==> config.mk <==
export PLATFORM = sky130hd
export DESIGN_NAME = multimode_shift_reg
export DESIGN_NICKNAME = d
export VERILOG_FILES = /design/src/rtl/msr_pkg.sv /design/src/rtl/msr_shift_core.sv /design/src/rtl/multimode_shift_reg.sv
export SDC_FILE = /design/constraint.sdc
export NUM_CORES = 1
export LEC_CHECK = 0
export CAP_MARGIN = 20
export CORE_MARGIN = 5
export CORE_UTILIZATION = 52
export CTS_CLUSTER_DIAMETER = 100
export CTS_CLUSTER_SIZE = 24
export DETAILED_ROUTE_END_ITERATION = 7
export PLACE_DENSITY = 0.91
export SLEW_MARGIN = 40
export SYNTH_ARGS = -nofsm -noshare
export SYNTH_HDL_FRONTEND = slang
export SYNTH_HIERARCHICAL = 1
export SYNTH_SLANG_ARGS = --single-unit
==> constraint.sdc <==
create_clock -name clk -period 2.2 [get_ports clk]
set_input_delay 0.55 -clock clk [delete_from_list [all_inputs] [get_ports clk]]
set_output_delay 0.55 -clock clk [all_outputs]
set_load 0.02 [all_outputs]
==> src/rtl/msr_pkg.sv <==
// Shared types for the multimode shift register: mode encoding, serializer states,
// and the shift-amount width helper.
package msr_pkg;

  typedef enum logic [2:0] {
    MODE_HOLD = 3'b000,
    MODE_SHR  = 3'b001,
    MODE_SHL  = 3'b010,
    MODE_LOAD = 3'b011,
    MODE_ROR  = 3'b100,
    MODE_ROL  = 3'b101,
    MODE_SAR  = 3'b110,
    MODE_SER  = 3'b111
  } msr_mode_e;

  typedef enum logic {
    ST_IDLE = 1'b0,
    ST_XFER = 1'b1
  } msr_state_e;

  function automatic int msr_aw(input int width);
    return ($clog2(width) < 1) ? 1 : $clog2(width);
  endfunction

endpackage

==> src/rtl/msr_shift_core.sv <==
// Combinational barrel shifter producing next-q for the shift/rotate modes; other modes pass q through.
// Rotate paths exist only when MSR_ROTATE_EN is defined, otherwise rotate modes hold.
module msr_shift_core
  import msr_pkg::*;
#(
  parameter int WIDTH = 8,
  parameter int AW    = msr_aw(WIDTH)
) (
  input  logic [WIDTH-1:0] q_i,
  input  logic [2:0]       mode_i,
  input  logic [AW-1:0]    amt_i,
  input  logic             fill_left_i,
  input  logic             fill_right_i,
  output logic [WIDTH-1:0] next_q_o
);

  localparam logic [WIDTH-1:0] ONES = '1;

  logic [AW-1:0]    sh;
  logic [WIDTH-1:0] rmask;
  logic [WIDTH-1:0] lmask;

  // Non-power-of-two widths can present amounts past WIDTH-1; fold them back.
  assign sh    = AW'(32'(amt_i) % 32'(WIDTH));
  assign rmask = ONES >> sh;
  assign lmask = ONES << sh;

`ifdef MSR_ROTATE_EN
  logic [31:0] rsh;
  assign rsh = 32'(WIDTH) - 32'(sh);
`endif

  always_comb begin
    next_q_o = q_i;
    case (msr_mode_e'(mode_i))
      MODE_SHR: next_q_o = (q_i >> sh) | (fill_left_i  ? ~rmask : '0);
      MODE_SHL: next_q_o = (q_i << sh) | (fill_right_i ? ~lmask : '0);
      MODE_SAR: next_q_o = (q_i >> sh) | (q_i[WIDTH-1] ? ~rmask : '0);
`ifdef MSR_ROTATE_EN
      MODE_ROR: next_q_o = (q_i >> sh) | (q_i << rsh);
      MODE_ROL: next_q_o = (q_i << sh) | (q_i >> rsh);
`endif
      default:  next_q_o = q_i;
    endcase
  end

endmodule

==> src/rtl/multimode_shift_reg.sv <==
// Shift/rotate/load register with an LSB-first serializer; ops take effect on the next edge, serializer runs WIDTH cycles.
// Rotate modes 100/101 are enabled by MSR_ROTATE_EN; without it they hold.
module multimode_shift_reg
  import msr_pkg::*;
#(
  parameter int  WIDTH = 8,
  localparam int AW    = msr_aw(WIDTH)
) (
  input  logic             clk,
  input  logic             reset_n,
  input  logic [2:0]       mode,
  input  logic [AW-1:0]    amt,
  input  logic             serial_in_left,
  input  logic             serial_in_right,
  input  logic [WIDTH-1:0] parallel_in,
  output logic [WIDTH-1:0] q,
  output logic             serial_out,
  output logic             busy,
  output logic             done
);

  msr_state_e       state_q, state_d;
  logic [WIDTH-1:0] q_q, q_d, core_q;
  logic [AW-1:0]    cnt_q, cnt_d;

  msr_shift_core #(.WIDTH(WIDTH), .AW(AW)) u_core (
    .q_i          (q_q),
    .mode_i       (mode),
    .amt_i        (amt),
    .fill_left_i  (serial_in_left),
    .fill_right_i (serial_in_right),
    .next_q_o     (core_q)
  );

  always_comb begin
    state_d = state_q;
    q_d     = q_q;
    cnt_d   = cnt_q;
    case (state_q)
      ST_IDLE: begin
        if (mode == MODE_SER) begin
          q_d     = parallel_in;
          cnt_d   = AW'(WIDTH - 1);
          state_d = ST_XFER;
        end else if (mode == MODE_LOAD) begin
          q_d = parallel_in;
        end else begin
          q_d = core_q;
        end
      end
      ST_XFER: begin
        // Inputs other than the left fill bit are ignored until the last bit leaves.
        q_d = {serial_in_left, q_q[WIDTH-1:1]};
        if (cnt_q == '0) begin
          state_d = ST_IDLE;
        end else begin
          cnt_d = cnt_q - AW'(1);
        end
      end
      default: state_d = ST_IDLE;
    endcase
  end

  always_ff @(posedge clk or negedge reset_n) begin
    if (!reset_n) begin
      state_q <= ST_IDLE;
      q_q     <= '0;
      cnt_q   <= '0;
    end else begin
      state_q <= state_d;
      q_q     <= q_d;
      cnt_q   <= cnt_d;
    end
  end

  assign q          = q_q;
  assign serial_out = q_q[0];
  assign busy       = (state_q == ST_XFER);
  assign done       = (state_q == ST_XFER) && (cnt_q == '0);

endmodule

# Word level (Yosys, flattened, before mapping)
# Index checks and enable logic that the tools add are counted.
[op_classes]
add_sub_neg = 1
n_eq_ne = 8
shift = 4
mux = 13
n_bitwise = 6
reduce_logical = 3
[op_table]
columns = ["operator", "n"]
rows = [
  ["$mux 8", 5],
  ["$or 8x8->8", 3],
  ["$pmux 8 s3", 1],
  ["$not 8->8", 2],
  ["$pmux 8 s2", 1],
  ["$shl 8x3->8", 1],
  ["$shl 8x3->8 const A", 1],
  ["$shr 8x3->8", 1],
  ["$shr 8x3->8 const A", 1],
  ["$eq 3x2->1 const B", 2],
  ["$eq 3x3->1 const B", 2],
  ["$mux 3", 2],
  ["$ne 6x3->1 const B", 1],
  ["$pmux 3 s2", 1],
  ["$ne 2x2->1 const B", 2],
  ["$eq 3x1->1 const B", 1],
  ["$logic_not 3->1", 1],
  ["$sub 3x1->3 const B", 1],
  ["$mux 1", 2],
  ["$pmux 1 s2", 1],
  ["$reduce_and 2->1", 1],
  ["$logic_and 1x1->1", 1],
  ["$not 1->1", 1],
]
[totals]
reg_bits = 12
input_bits = 18
out_inout_bits = 11
elab_cells = 38

# Depth between registers and ports, before layout
# Gate-level depths: netlist of run 1.
[depth]
word_depth = 8
mapped_depth = 8
ltp_nobuf = 6

# Hierarchy
# Netlist of run 1, hierarchy kept.
[by_module_without_submodules]
columns = ["module", "n_inst", "cells_each", "area_each_um2", "seq_area_each_um2"]
rows = [
  ["msr_shift_core", 1, 99, 839.6, 0.0],
  ["multimode_shift_reg", 1, 57, 598.1, 300.3],
]

# Worst setup path before layout of run 1
# Ideal clock, no wire load.
[synth_path]
path_type = "in2reg"
startpoint = "input amt[1]"
endpoint = "register q_q[6], in the netlist q[6]"
setup_time_ns = 0.126
t_arrival_ns = 1.874
required_ns = 2.074
slack_ns = 0.200
path_stages = 8
n_path_buf = 2
cell_sequence = "buf_2 > buf_2 > mux4_2 > mux2i_1 > nor2_1 > a311o_1 > mux2i_1 > o21ai_0"
[synth_between]
elab_chain_cells = 8
word_cells_on_any_way = 16
cone_classes = "shift (4); mux (7); bitwise (5)"
[synth_rtl]
columns = ["element", "line", "rtl"]
rows = [
  ["start: declaration", "multimode_shift_reg.sv:12", "input logic [AW-1:0] amt,"],
  ["$shr 8x3->8 or $shl 8x3->8 (tied branches)", "msr_shift_core.sv:25, msr_shift_core.sv:26", ""],
  ["$not 8->8, on equally long branches", "msr_shift_core.sv:36, msr_shift_core.sv:38, msr_shift_core.sv:37", ""],
  ["$mux 8, on equally long branches", "msr_shift_core.sv:38, msr_shift_core.sv:36, msr_shift_core.sv:37", ""],
  ["$or 8x8->8, on equally long branches", "msr_shift_core.sv:38, msr_shift_core.sv:36, msr_shift_core.sv:37", ""],
  ["$pmux 8 s3 *", "msr_shift_core.sv:35", "case (msr_mode_e'(mode_i))"],
  ["net core_q[6]", "multimode_shift_reg.sv:23", "logic [WIDTH-1:0] q_q, q_d, core_q;"],
  ["$mux 8 *", "multimode_shift_reg.sv:45", "end else if (mode == MODE_LOAD) begin"],
  ["$mux 8 *", "multimode_shift_reg.sv:41", "if (mode == MODE_SER) begin"],
  ["$pmux 8 s2 *", "multimode_shift_reg.sv:39", "case (state_q)"],
  ["net q_d[6]", "multimode_shift_reg.sv:23", ""],
  ["end signal: assignment", "multimode_shift_reg.sv:71", "q_q <= q_d;"],
  ["end: declaration", "multimode_shift_reg.sv:23", ""],
]
# Mark *: on every way through the listed nets, which the timed path passes. The rest lies on a longest branch.
# A chain may end at the register's enable or synchronous reset.

# Worst setup path in the final report of run 1
[layout_path]
startpoint = "register cnt_q[0]"
endpoint = "output done"
[layout_between]
elab_chain_cells = 2
[layout_rtl]
columns = ["element", "line", "rtl"]
rows = [
  ["start: declaration", "multimode_shift_reg.sv:24", "logic [AW-1:0] cnt_q, cnt_d;"],
  ["start signal: assignment", "multimode_shift_reg.sv:72", "cnt_q <= cnt_d;"],
  ["$logic_not 3->1", "multimode_shift_reg.sv:79", "assign done = (state_q == ST_XFER) && (cnt_q == '0);"],
  ["$logic_and 1x1->1", "multimode_shift_reg.sv:79", ""],
  ["end: declaration", "multimode_shift_reg.sv:19", "output logic done"],
]
# Every way passes these cells.

==> results of run 1 <==
-- flip-flops by register name, indices dropped and copies added (netlist names) --
signal / cells
q: 8
cnt_q: 3
busy: 1
-- per-layer routing --
layer	share of wire [%]	GRT usage (%)	vias to the layer above
li1	-	-	722
met1	38	32.47	789
met2	50	42.62	100
met3	9.7	4.856	10
met4	1.9	6.897	0
met5	0	0	-
-- power breakdown --
| part | leakage [nW] | total [mW] | internal, mW | switching, mW |
|---|---|---|---|---|
| clock | 0.0210 | 0.178 | 0.101 | 0.0771 |
| combinational | 0.811 | 1.15 | 0.619 | 0.536 |
| sequential | 0.144 | 0.556 | 0.323 | 0.233 |
-- what timing repair did --
action / in CTS / in global routing
gates resized for setup: 6 / 9
cloned: 2 / 0
buffers inserted: 5 / 0
setup endpoints to repair: 7 / 4
-- worst paths after layout --
path | start | endpoint | slack, ps | depth (start not counted)
max | cnt_q[0] | done | 90 | 4
min | cnt_q[1] | cnt_q[1] | 500 | 1
max reg2reg | q[3] | q[2] | 230 | 6
min reg2reg | cnt_q[1] | cnt_q[1] | 500 | 1
max in group asynchronous | reset_n | cnt_q[2] | 1240 | 1
min in group asynchronous | reset_n | cnt_q[0] | 610 | 1
-- worst max-delay path, stage by stage (launching register included) --
cell	delay [ps]
dfrtp_1	400
inv_1	120
ha_1	200
and3b_1	220
dlygate4sd2_1	350
-- cell usage in the layout (no fill, tap or decap), types with 2 or more instances in the layout --
cell type        count
dfrtp_1             12
a21oi_1              4
a211o_1              2
nand2_1             11
clkdlybuf4s50_1     22
mux4_2               4
buf_12               3
a21o_1               3
inv_1                5
a31oi_1              2
a311o_1              2
o221ai_1             2
bufbuf_16            2
a211oi_1             4
mux2_2               3
buf_4               32
nand3b_1             3
clkbuf_4             3
o21ai_0             13
mux2i_1             14
dlygate4sd2_1        4
nor3_1               4
ha_1                 2
mux4_1               6
nand3_1              4
nor2_1               9
a32oi_1              2
nand2b_1             4
nor2b_1              3
o21a_1               2
-- logic make-up after synthesis --
| group | Yosys count |
|---|---|
| simple gates | 51 |
| buf+inv | 18 |
| mux | 27 |
| compound gates | 45 |
| fa+ha+maj | 2 |
| flops | 12 |
| xor+xnor | 1 |
-- final cells by class --
class | instances | area [sq um] | area share (%)
multi-input combinational | 126 | 1080 | 51.13
timing repair buffer | 65 | 638.1 | 30.21
sequential | 12 | 300.3 | 14.22
tap | 31 | 38.79 | 1.836
clock buffer | 4 | 36.28 | 1.718
inverter | 5 | 18.77 | 0.8886
==> impl_metrics.json, run 1 <==
{
  "fillers": 174,
  "gp_routability_congestion": 0.8871,
  "crit_path_end_kind": "primary output",
  "grt_pass1_wl_um": 7997,
  "synth_top_family_by_area": "multiplexers",
  "synthArstFlopShare_pct": 100.0,
  "detail-route-antenna-nets": 0,
  "cts_hold_buffers": 0,
  "clk_pin_slew_worst_paths_ps": 80,
  "synth.distinct_cells": 48,
  "finalNetCount": 233,
  "antenna_found_initial": 0,
  "synth_compound_area_share_pct": 21.32,
  "synthesis.nets": 176,
  "crit_required_ps": 1650,
  "critPathArrivalTime_ps": 1560,
  "h-tree-depth": 1,
  "synth_seq_cells": 12,
  "design_area_sq_um": 2112,
  "synthFlopType": "dfrtp_1",
  "rows": 19,
  "fin_util_pct": 77.93,
  "cellLeakagePower_nw": 0.9755,
  "start_kind": "flip-flop",
  "post-route-min-period_ps": 2112,
  "synthCells": 156,
  "synthSimpleGateAreaFrac_pct": 19.84,
  "place_hpwl_um": 3485,
  "core-area_sq_um": 2710,
  "period_share_pct": 96.00,
  "yosysTopAreaCell": "dfrtp_1",
  "synth_common_cells": "14 x mux2i_1, 14 x o21ai_0, 12 x dfrtp_1, 11 x nand2_1, 9 x nor2_1",
  "routedWlPerCell_um": 20.60,
  "synth.avg_cell_area_sq_um": 9.216,
  "drc": 0,
  "die_w_um": 62.58,
  "drtIter0Drc": 161,
  "post-place-ws_ps": -481.0,
  "synth-edff-count": 0,
  "cap_violations": 0,
  "setup-tns-final_ps": 0,
  "drive_gt1_share_pct": 27.36,
  "fin_skew_ps": 0.6801,
  "cts_root_buf": "clkbuf_4",
  "portBuffers": 28,
  "synthXorXnorAreaFrac_pct": 0.6092,
  "power.total_mw": 1.889,
  "num_vias": 1621,
  "synth.area.top_cells": "dfrtp_1 21%, mux4_1 11%, mux2i_1 9.7%",
  "worst_slack_ps": 88.05,
  "vias_per_cell": 6.671,
  "placed_cell_area_sq_um": 1936,
  "clockBufferDepth": 2,
  "setup_viol": 0,
  "p_per_area_nw_per_um2": 894.5,
  "cts_made_buffers": 3,
  "criticalPathCategory": "flip-flop to primary output",
  "synth_fa_ha_area_share_pct": 1.741,
  "grt_pass1_vias": 1561,
  "yosys.area.top_type_share_pct": 20.89,
  "wirelength_um": 5006,
  "grt_setup_unrepaired": "no",
  "crit_path_max_fanout": 3,
  "seq_area_frac_synth_pct": 20.89,
  "num_antenna_cells": 0,
  "hold_slack_ps": 495.8,
  "insertion_delay_ps": 280,
  "status": "complete, no violations",
  "final_max_slew_viol_count": 0,
  "max_freq_ghz": 0.4735,
  "placedCellCount": 232,
  "die_h_um": 62.58,
  "grt-ovfl-total": 0,
  "area_growth_syn_to_layout_pct": 46.91,
  "hold_path_class": "flip-flop to flip-flop",
  "slew_headroom_pct": 65.07,
  "tightest_slew_ps": 522.3,
  "hold_viol": 0,
  "drt_first_pass_iters": 6,
  "pin_count": 29,
  "cts.sinks": 12,
  "peakVddDrop_v": 0.0008894,
  "stdcell_count": 243,
  "synth_mux_area_share_pct": 29.33,
  "syn_area_sq_um": 1438,
  "synth_warnings": 6,
  "dieArea_sq_um": 3916,
  "grt_max_degree": 15,
  "initial_core_util_pct": 53.05,
  "grt_usage_pct": 25.17,
  "cts_tree": "done"
}
Note: power is estimated with default switching activity, not from simulation.
==> run 2: changes to the inputs <==
--- a/config.mk
+++ b/config.mk
@@ -7,11 +7,12 @@
 export LEC_CHECK = 0
 export CAP_MARGIN = 20
 export CORE_MARGIN = 5
-export CORE_UTILIZATION = 52
-export CTS_CLUSTER_DIAMETER = 100
+export CORE_UTILIZATION = 53
+export CTS_BUF_LIST = sky130_fd_sc_hd__clkbuf_8
+export CTS_CLUSTER_DIAMETER = 120
 export CTS_CLUSTER_SIZE = 24
 export DETAILED_ROUTE_END_ITERATION = 7
-export PLACE_DENSITY = 0.91
+export PLACE_DENSITY = 0.92
 export SLEW_MARGIN = 40
 export SYNTH_ARGS = -nofsm -noshare
 export SYNTH_HDL_FRONTEND = slang
==> run 2 against run 1 <==
Core utilization grew 0.34 points. First-iteration DRC count shrank 0.62%. Worst setup slack lost 55 ps. Cell count shrank 3.7%. Die area shrank 1.6%. Non-clock buffer count shrank 7. Register-to-register slack is essentially flat. Critical path depth grew 3. Maximum frequency shrank 2.5%. Count of clock-buffer cells in the layout shrank 1. Worst hold slack lost 2.5 ps. Largest cell class unchanged. Highest routed layer unchanged.
==> impl_metrics.json, run 2 (same netlist as run 1, synthesis figures left out) <==
{
  "status": "complete, no violations",
  "cts_hold_buffers": 0,
  "vias_per_cell": 7.009,
  "fin_skew_ps": 8.328,
  "period_share_pct": 98.51,
  "drive_gt1_share_pct": 24.51,
  "switchingPower_uw": 883.2,
  "grt-ovfl-total": 0,
  "grt_usage_pct": 29.05,
  "criticalPathCategory": "input port to flip-flop",
  "grt_setup_unrepaired": "no",
  "num_vias": 1640,
  "cts_made_buffers": 3,
  "antenna_found_initial": 0,
  "portBuffers": 28,
  "pwr-share-comb_pct": 60.7,
  "insertion_delay_ps": 250,
  "hold_path_class": "flip-flop to flip-flop",
  "tightest_slew_ps": 504.6,
  "grt_pass1_wl_um": 7921,
  "place_hpwl_um": 3470,
  "pin_count": 29,
  "area_growth_syn_to_layout_pct": 38.56,
  "rows": 18,
  "clockBufferDepth": 2,
  "drtIter0Drc": 160,
  "placedCellCount": 229,
  "gp_routability_congestion": 1.057,
  "mostFrequentLayoutCells": "23 x buf_4, 21 x clkdlybuf4s50_1, 14 x mux2i_1",
  "initial_core_util_pct": 56.49,
  "cts_root_buf": "clkbuf_8",
  "post-route-min-period_ps": 2167,
  "drt_first_pass_iters": 5,
  "critPathArrivalTime_ps": 2280,
  "stdcell_count": 234,
  "finalNetCount": 226,
  "hold_viol": 0,
  "num_antenna_cells": 0,
  "setup_viol": 0,
  "core-area_sq_um": 2545,
  "die_h_um": 62.08,
  "cts_tree": "done",
  "cap_violations": 0,
  "p_clk_share_pct": 10.4,
  "setup-tns-final_ps": 0,
  "start_kind": "input port",
  "crit_path_max_fanout": 2,
  "peakVddDrop_v": 0.0009436,
  "die_w_um": 62.08,
  "max_freq_ghz": 0.4614,
  "largest_reg_flops": 8,
  "crit_required_ps": 2310,
  "p_per_area_nw_per_um2": 963.0,
  "cts.sinks": 12,
  "dieArea_sq_um": 3854,
  "fillers": 157,
  "wirelength_um": 5063,
  "grt_max_degree": 23,
  "cellLeakagePower_nw": 0.9042,
  "pwr-share-seq_pct": 28.8,
  "crit_path_end_kind": "flip-flop",
  "worst_slack_ps": 32.87,
  "final_common_cell": "buf_4",
  "final_max_slew_viol_count": 0,
  "routedWlPerCell_um": 21.64,
  "h-tree-depth": 1,
  "internal_power_mw": 1.035,
  "slew_headroom_pct": 66.26,
  "clk_pin_slew_worst_paths_ps": 50,
  "switching_share_pct": 46.05,
  "detail-route-antenna-nets": 0,
  "post-place-ws_ps": -532.2,
  "drc": 0,
  "grt_pass1_vias": 1518
}
==> run 2: changes by cell type in the layout (fill, tap and decap cells not counted), sizes merged <==
cell / change
bufbuf: -2
buf: -5
dlygate4sd2: +1
clkdlybuf4s50: -1
clkbuf: -1
==> run 2: routing by layer <==
layer	GRT usage (%)	up-vias	routed length, um
met5	0	-	0
met4	11.21	0	155
met3	6.612	23	604
met2	49.56	145	2529
met1	35.40	768	1774
li1	-	704	-
==> run 2: path summary, 6_finish.rpt <==
path	slack [ps]	endpoint	start	cells after the start
min in group asynchronous	640	cnt_q[1]	reset_n	1
hold / removal	490	cnt_q[1]	cnt_q[1]	1
setup reg to reg	220	q[6]	q[0]	6
hold reg to reg	490	cnt_q[1]	cnt_q[1]	1
setup / recovery	30	q[6]	serial_in_right	7
max in group asynchronous	1210	q[4]	reset_n	1
==> run 2: power by group through the flow <==
stage          logic, mW  clock network [mW]  registers [mW]
4_1_cts             1.13               0.203           0.538
5_1_grt             1.24               0.219           0.576
3_5_place_dp        1.09                   0           0.536
2_1_floorplan      0.631                   0           0.551
3_3_place_gp        1.03                   0           0.517
6_report            1.16               0.200           0.553
==> run 2: metrics by stage <==
stage | hold slack, ps | instance area, sq um | power (mW) | util, %
after floorplan | 254.4 | 1438 | 1.182 | -
after detailed placement | 482.0 | 1894 | 1.629 | 74.43
after global routing | 548.3 | 1992 | 2.030 | 78.27
after CTS | 493.9 | 1973 | 1.876 | 77.53
after global placement | 473.9 | 1894 | 1.549 | 74.43
final | 493.2 | 1992 | 1.918 | 78.27
==> run 2: cell type report <==
| cell class | instances | area [sq um] | share of cell area, % |
|---|---|---|---|
| flip-flops and latches | 12 | 300.3 | 15.08 |
| multi-input cells | 126 | 1071 | 53.77 |
| clock buffers | 3 | 41.29 | 2.073 |
| inverters | 5 | 18.77 | 0.9422 |
| well taps | 30 | 37.54 | 1.884 |
| repair buffers | 58 | 523.0 | 26.26 |
==> run 2: critical path, cell delays in order <==
cell	delay [ps]
clkdlybuf4s50_1	450
mux4_2	490
mux2i_1	170
nor2_1	60
a311o_1	320
mux2i_1	120
o21ai_0	110
==> run 2: timing repair <==
action	in CTS	in global routing
setup buffers	2	0
resized for setup	17	9
gates cloned	0	0
setup endpoints to repair	9	3
pin swaps	3	0
